### config.mk
export PLATFORM = sky130hd
export DESIGN_NAME = multicycle_ctrl
export DESIGN_NICKNAME = d
export VERILOG_FILES = /design/src/rtl/multicycle_ctrl.sv
export SDC_FILE = /design/constraint.sdc
export NUM_CORES = 1
export LEC_CHECK = 0
export ABC_AREA = 1
export ABC_CLOCK_PERIOD_IN_PS = 3200
export BUFFER_PORTS_ARGS = -buffer_cell sky130_fd_sc_hd__buf_2
export CELL_PAD_IN_SITES_DETAIL_PLACEMENT = 2
export CELL_PAD_IN_SITES_GLOBAL_PLACEMENT = 2
export CORE_MARGIN = 8
export CORE_UTILIZATION = 30
export CTS_CLUSTER_SIZE = 8
export DETAILED_ROUTE_END_ITERATION = 8
export PLACE_DENSITY = 0.95
export SLEW_MARGIN = 20
export SYNTH_ARGS = -nofsm -noshare
export SYNTH_HDL_FRONTEND = slang
export SYNTH_SLANG_ARGS = --single-unit
export TNS_END_PERCENT = 5
### constraint.sdc
create_clock -name clk -period 3.2 [get_ports clk]
set_input_delay 0.32 -clock clk [delete_from_list [all_inputs] [get_ports clk]]
set_output_delay 0.32 -clock clk [all_outputs]
set_load 0.05 [all_outputs]
### src/rtl/multicycle_ctrl.sv
// Main control FSM of the 8-bit multicycle RISC core: sequences fetch/decode/
// execute/memory/write-back, drives datapath controls and counts retired instructions.
module multicycle_ctrl #(
  parameter int CNT_W = 16
) (
  input  logic             clk,
  input  logic             rst_n,
  input  logic [5:0]       opcode,
  input  logic             mem_ready,
  output logic             pc_write,
  output logic             pc_write_cond,
  output logic             ir_write,
  output logic             mem_read,
  output logic             mem_write,
  output logic             i_or_d,
  output logic             reg_write,
  output logic             reg_dst,
  output logic             mem_to_reg,
  output logic             alu_src_a,
  output logic [1:0]       alu_src_b,
  output logic [1:0]       alu_op,
  output logic [1:0]       pc_source,
  output logic             illegal_op,
  output logic [3:0]       state,
  output logic [CNT_W-1:0] retired
);

  localparam logic [5:0] OP_R    = 6'b000000;
  localparam logic [5:0] OP_LW   = 6'b100011;
  localparam logic [5:0] OP_SW   = 6'b101011;
  localparam logic [5:0] OP_BEQ  = 6'b000100;
  localparam logic [5:0] OP_J    = 6'b000010;
  localparam logic [5:0] OP_ADDI = 6'b001000;

  typedef enum logic [3:0] {
    S_FETCH     = 4'd0,
    S_DECODE    = 4'd1,
    S_MEM_ADDR  = 4'd2,
    S_MEM_READ  = 4'd3,
    S_MEM_WB    = 4'd4,
    S_MEM_WRITE = 4'd5,
    S_EXECUTE   = 4'd6,
    S_R_WB      = 4'd7,
    S_BRANCH    = 4'd8,
    S_JUMP      = 4'd9,
    S_ADDI_EX   = 4'd10,
    S_ADDI_WB   = 4'd11,
    S_ILLEGAL   = 4'd12
  } state_t;

  state_t           state_q;
  state_t           state_d;
  logic [5:0]       op_q;
  logic [CNT_W-1:0] ret_q;
  logic             retire;

  localparam logic [CNT_W-1:0] CNT_ONE = {{(CNT_W-1){1'b0}}, 1'b1};

  always_ff @(posedge clk or negedge rst_n) begin
    if (!rst_n) begin
      state_q <= S_FETCH;
      op_q    <= OP_R;
      ret_q   <= '0;
    end else begin
      state_q <= state_d;
      if (state_q == S_DECODE) begin
        op_q <= opcode;
      end
      if (retire) begin
        ret_q <= ret_q + CNT_ONE;
      end
    end
  end

  // Handshake: in FETCH, MEM_READ and MEM_WRITE the access completes in the
  // cycle mem_ready=1; otherwise the state and every output hold.
  always_comb begin
    state_d       = S_FETCH;
    retire        = 1'b0;
    pc_write      = 1'b0;
    pc_write_cond = 1'b0;
    ir_write      = 1'b0;
    mem_read      = 1'b0;
    mem_write     = 1'b0;
    i_or_d        = 1'b0;
    reg_write     = 1'b0;
    reg_dst       = 1'b0;
    mem_to_reg    = 1'b0;
    alu_src_a     = 1'b0;
    alu_src_b     = 2'b00;
    alu_op        = 2'b00;
    pc_source     = 2'b00;
    illegal_op    = 1'b0;
    case (state_q)
      S_FETCH: begin
        mem_read  = 1'b1;
        alu_src_b = 2'b01;
        ir_write  = mem_ready;
        pc_write  = mem_ready;
        state_d   = mem_ready ? S_DECODE : S_FETCH;
      end
      S_DECODE: begin
        alu_src_b = 2'b11;
        case (opcode)
          OP_LW, OP_SW: state_d = S_MEM_ADDR;
          OP_R:         state_d = S_EXECUTE;
          OP_BEQ:       state_d = S_BRANCH;
          OP_J:         state_d = S_JUMP;
          OP_ADDI:      state_d = S_ADDI_EX;
          default:      state_d = S_ILLEGAL;
        endcase
      end
      S_MEM_ADDR: begin
        alu_src_a = 1'b1;
        alu_src_b = 2'b10;
        state_d   = (op_q == OP_LW) ? S_MEM_READ : S_MEM_WRITE;
      end
      S_MEM_READ: begin
        mem_read = 1'b1;
        i_or_d   = 1'b1;
        state_d  = mem_ready ? S_MEM_WB : S_MEM_READ;
      end
      S_MEM_WB: begin
        reg_write  = 1'b1;
        mem_to_reg = 1'b1;
        retire     = 1'b1;
      end
      S_MEM_WRITE: begin
        mem_write = 1'b1;
        i_or_d    = 1'b1;
        state_d   = mem_ready ? S_FETCH : S_MEM_WRITE;
        retire    = mem_ready;
      end
      S_EXECUTE: begin
        alu_src_a = 1'b1;
        alu_op    = 2'b10;
        state_d   = S_R_WB;
      end
      S_R_WB: begin
        reg_write = 1'b1;
        reg_dst   = 1'b1;
        retire    = 1'b1;
      end
      S_BRANCH: begin
        alu_src_a     = 1'b1;
        alu_op        = 2'b01;
        pc_write_cond = 1'b1;
        pc_source     = 2'b01;
        retire        = 1'b1;
      end
      S_JUMP: begin
        pc_write  = 1'b1;
        pc_source = 2'b10;
        retire    = 1'b1;
      end
      S_ADDI_EX: begin
        alu_src_a = 1'b1;
        alu_src_b = 2'b10;
        state_d   = S_ADDI_WB;
      end
      S_ADDI_WB: begin
        reg_write = 1'b1;
        retire    = 1'b1;
      end
      S_ILLEGAL: begin
        illegal_op = 1'b1;
      end
      default: begin
        state_d = S_FETCH;
      end
    endcase
  end

  assign state   = state_q;
  assign retired = ret_q;

endmodule

======== Word-level counts from Yosys, hierarchy flattened ========
Index checks and enable logic that the tools add are counted.
word-level totals
  flip-flop bits (word level) ............. 26
  output and inout port bits .............. 37
  word-level logic and storage cells ...... 52
cells by class
  $add $sub $neg .......................... 1
  eq/ne operators ......................... 18
  muxes and demuxes ....................... 21
  reduce and logical (&&, ||, !) cells .... 9
operators with widths
  cell                   count
  $pmux 4 s7             1
  $eq 4x4->1 const B     5
  $pmux 4 s5             1
  $eq 6x6->1 const B     3
  $add 16x1->16 const B  1
  $eq 4x3->1 const B     4
  $mux 1                 11
  $mux 3                 3
  $eq 4x2->1 const B     2
  $pmux 2 s2             2
  $reduce_or 2->1        4
  $eq 6x2->1 const B     1
  $eq 6x3->1 const B     1
  $eq 6x4->1 const B     1
  $logic_not 6->1        1
  $pmux 2 s3             1
  $reduce_or 5->1        1
  $eq 4x1->1 const B     1
  $logic_not 4->1        1
  $pmux 1 s2             2
  $reduce_or 4->1        1
  $reduce_or 3->1        1

======== Depth between registers and ports, before layout ========
  depth after elaboration ................. 4
  gate-level depth with buffers ........... 10
  mapped depth without buffers ............ 9

======== Worst setup path before layout ========
Ideal clock, no wire load.
  kind .................................... register to output
  from .................................... reg state_q[3], in the netlist state[3]
  to ...................................... out alu_src_a
  arrival ................................. 2.110 ns
  required time ........................... 2.880 ns
  setup slack ............................. 0.770 ns
  cell stages (with the launch flop) ...... 5
  buffers on the path ..................... 0
  cells stage by stage .................... dfrtp_1 > inv_1 > nor2_1 > inv_1 > o21ai_0
between the ends
  word-level cells in the longest chain between the ends .. 3
RTL lines
  element                             line  text
  start, declared                     51    state_t state_q;
  start signal, assigned              65    state_q <= state_d;
  $eq 4x4->1 (tied with other cells)  94    case (state_q)
  $reduce_or 4->1 (no line) (*)       -
  $mux 1 (*)                          94
  end, declared                       19    output logic alu_src_a,
Every way passes the cells marked *; elsewhere a longest branch is shown, timed or not.

======== Worst setup path in the final report ========
  from .................................... reg state_q[2], in the netlist state[2]
  to ...................................... out alu_src_b[1]
between the ends
  word-level cells in the longest chain between the ends .. 3
RTL lines
  element                                          line  text
  $eq 4x4->1 / $eq 4x2->1 (equally long branches)  94
  $reduce_or 2->1 (no line)                        -
  $pmux 2 s3 (*)                                   94
  end, declared                                    20    output logic [1:0] alu_src_b,
Marked as above.

==> summary.txt <==
Floorplan
  • Initial core utilization: 30.8%
  • Die Height: 91.0 µm
  • Die area: 8280 µm²
  • Die Span X: 91.0 µm
  • Site Rows: 27
  • IO Count: 46
  • Total core area: 5470 µm²

Setup path
  • CP Data Required Time: 2880 ps
  • Crit path to: alu_src_b[1]
  • Setup crit start kind: flip-flop
  • Reg-to-reg slack, setup: 1510 ps
  • RR Startpoint: retired[0]$_DFFE_PN0P_
  • Worst EP arrival: 1730 ps
  • R2r endpoint: retired[14]$_DFFE_PN0P_
  • Crit. End Element: output port
  • FF-to-FF path depth: 8
  • Crit path from: state[2]$_DFF_PN0_
  • Critical path class: reg2out
  • Critical Path Fanout Max: 10

STA
  • Finish-stage setup viols: 0
  • Relative slew slack: 57.9%
  • Final Hold Fails: 0
  • Crit path time final: 2050 ps
  • RSZ-0062 raised after global routing: false
  • Clock skew: 5.86 ps
  • Slew Viols, Final: 0
  • TNS Setup: 0 ps
  • Fraction of the cycle the final worst path needs: 64.0%
  • Worst-Margin Slew: 632 ps
  • Maximum clock frequency: 488 MHz
  • Hold slack: 45.5 ps

Global routing
  • Antenna violations before repair: 0
  • Largest net degree at the start of global routing: 27
  • GRT Overall Usage: 14.5%
  • Grt met3 use: 3.79%
  • Global route hottest layer: met2
  • Met1 global-route usage: 14.0%
  • Grt ovf: 0
  • GR Util met2: 29.3%
  • First-pass GRT wire length: 10000 µm
  • Vias in the first global route: 2092

CTS
  • Clock Sink Count: 26
  • CTS Hold Bufs: 0
  • Reg clk slew, reported paths: 100 ps
  • Worst-Skew Late Latency: 280 ps
  • Setup bufs post-CTS: 0
  • CTS Buffer Depth: 2
  • Post_cts resized: 0
  • Htree depth: 1
  • CTS root buf: clkbuf_8
  • Num CTS Buffers: 3
  • TritonCTS clock tree: yes

Synth
  • Largest area contributor in the netlist: dfrtp_1
  • Number of synthesized register bits: 26
  • Yosys top cell area share: 38.6%
  • Unique masters post-synth: 25
  • Synth warn: 0
  • Syn_nets: 261
  • Post-synthesis cell area: 1690 µm²
  • Register area share after synthesis: 38.6%
  • Gate count of the mapped netlist: 251
  • Top post-synthesis cells by area: dfrtp_1, nand2_1, nor2_1, inv_1, o21ai_0
  • Syn avg cell area: 6.72 µm²

Route
  • Starting DRC count in detailed routing: 36
  • DR pass1 iterations: 4
  • Detailed-route wire length per cell: 15.8 µm
  • Final WL: 5810 µm
  • Routed via count: 1831
  • DRC violations left: 0
  • Final ANT Viol Nets: 0
  • Post-DR vias/cell: 4.96

Final layout
  • Nets@finish: 308
  • Most frequent cells in the layout: nand2_1, buf_2, nor2_1
  • Fraction of layout cells with a size suffix above 1: 22.6%
  • P&R area growth vs syn: 20.4%
  • Final core utilization: 37.1%
  • Ant. Diodes: 0
  • Commonest non-fill, non-tap cell in the layout: nand2_1

Power and ir drop
  • Maximum VDD drop: 0.612 mV
  • Power density cells: 911 nW/µm²
  • P_leak: 1.08 nW

Place
  • HPWL after DPL: 4690 µm
  • I/O Buffers: 45
  • GP Congestion: 0.866

Hold path
  • Worst hold path class: in2async

Status
  • Status: complete, no violations

Run
  • Maxcap violations: 0
-- per-stage QoR --
stage               total power [mW]  cells  area (µm²)  worst slack (ps)
floorplan                       1.38    251        1690               770
global placement                1.60    365        1980              1550
detailed placement              1.65    365        1980              1500
CTS                             1.88    369        2030              1150
global route                    1.96    369        2030              1050
finish                          1.85    369        2030              1150
-- synth_stat cells (all sizes together) --
cell,n
inv,30
nand3b,2
ha,1
o21ai,15
nand4,9
nor3,2
buf,3
xnor2,6
dfrtp,26
nor2,37
or2,1
nand2,105
nand3,10
o22ai,1
xor2,1
a21oi,2
-- layer usage --
metal	wire length (µm)	share of wire, %
met2	3230	56
met3	227	3.9
met5	0	0
met4	85	1.5
met1	2270	39
-- area by class of cell --
cell class / instances / area (µm²)
fillers: 704 / 3440
clock buffers: 4 / 55.1
repair buffers: 45 / 225
multi-input cells: 192 / 895
inverters: 30 / 115
flip-flops and latches: 26 / 651
well taps: 72 / 90.1
-- critical path, cell delays in order, from the launching register on --
cell and delay, ps:
dfrtp_1 460, nor2_2 190, inv_2 110, nor2_4 180, inv_2 110, o21ai_0 100
buf_2 290
-- flip-flops by register name (all words and copies together) (netlist names) --
signal and flops:
op_q 6, retired 16, state 4
-- cell families (layout without fill, tap and decap cells) --
logic type,Yosys count,after routing,synth area share [%]
AND/OR/NAND/NOR,166,166,43.2
flip-flops,26,26,38.6
XOR/XNOR,7,7,3.64
adder cells (fa/ha/maj),1,1,0.742
AO/OA/AOI/OAI,18,18,5.42
buffers and inverters,33,79,8.38
-- where the power goes --
part | internal [mW] | leakage (nW) | switching (mW)
combinational | 0.239 | 0.712 | 0.876
clock | 0.110 | 0.0288 | 0.113
sequential | 0.415 | 0.343 | 0.0972
total | 0.764 | 1.08 | 1.09
-- worst min-delay path by stage --
stage	endpoint	slack, ps
global route	retired[5]$_DFFE_PN0P_	90
CTS	retired[5]$_DFFE_PN0P_	60
detailed placement	retired[5]$_DFFE_PN0P_	380
finish	retired[5]$_DFFE_PN0P_	50
global placement	retired[5]$_DFFE_PN0P_	360
floorplan	op_q[0]$_DFFE_PN0P_	20
Note: power is estimated with default switching activity, not from simulation.
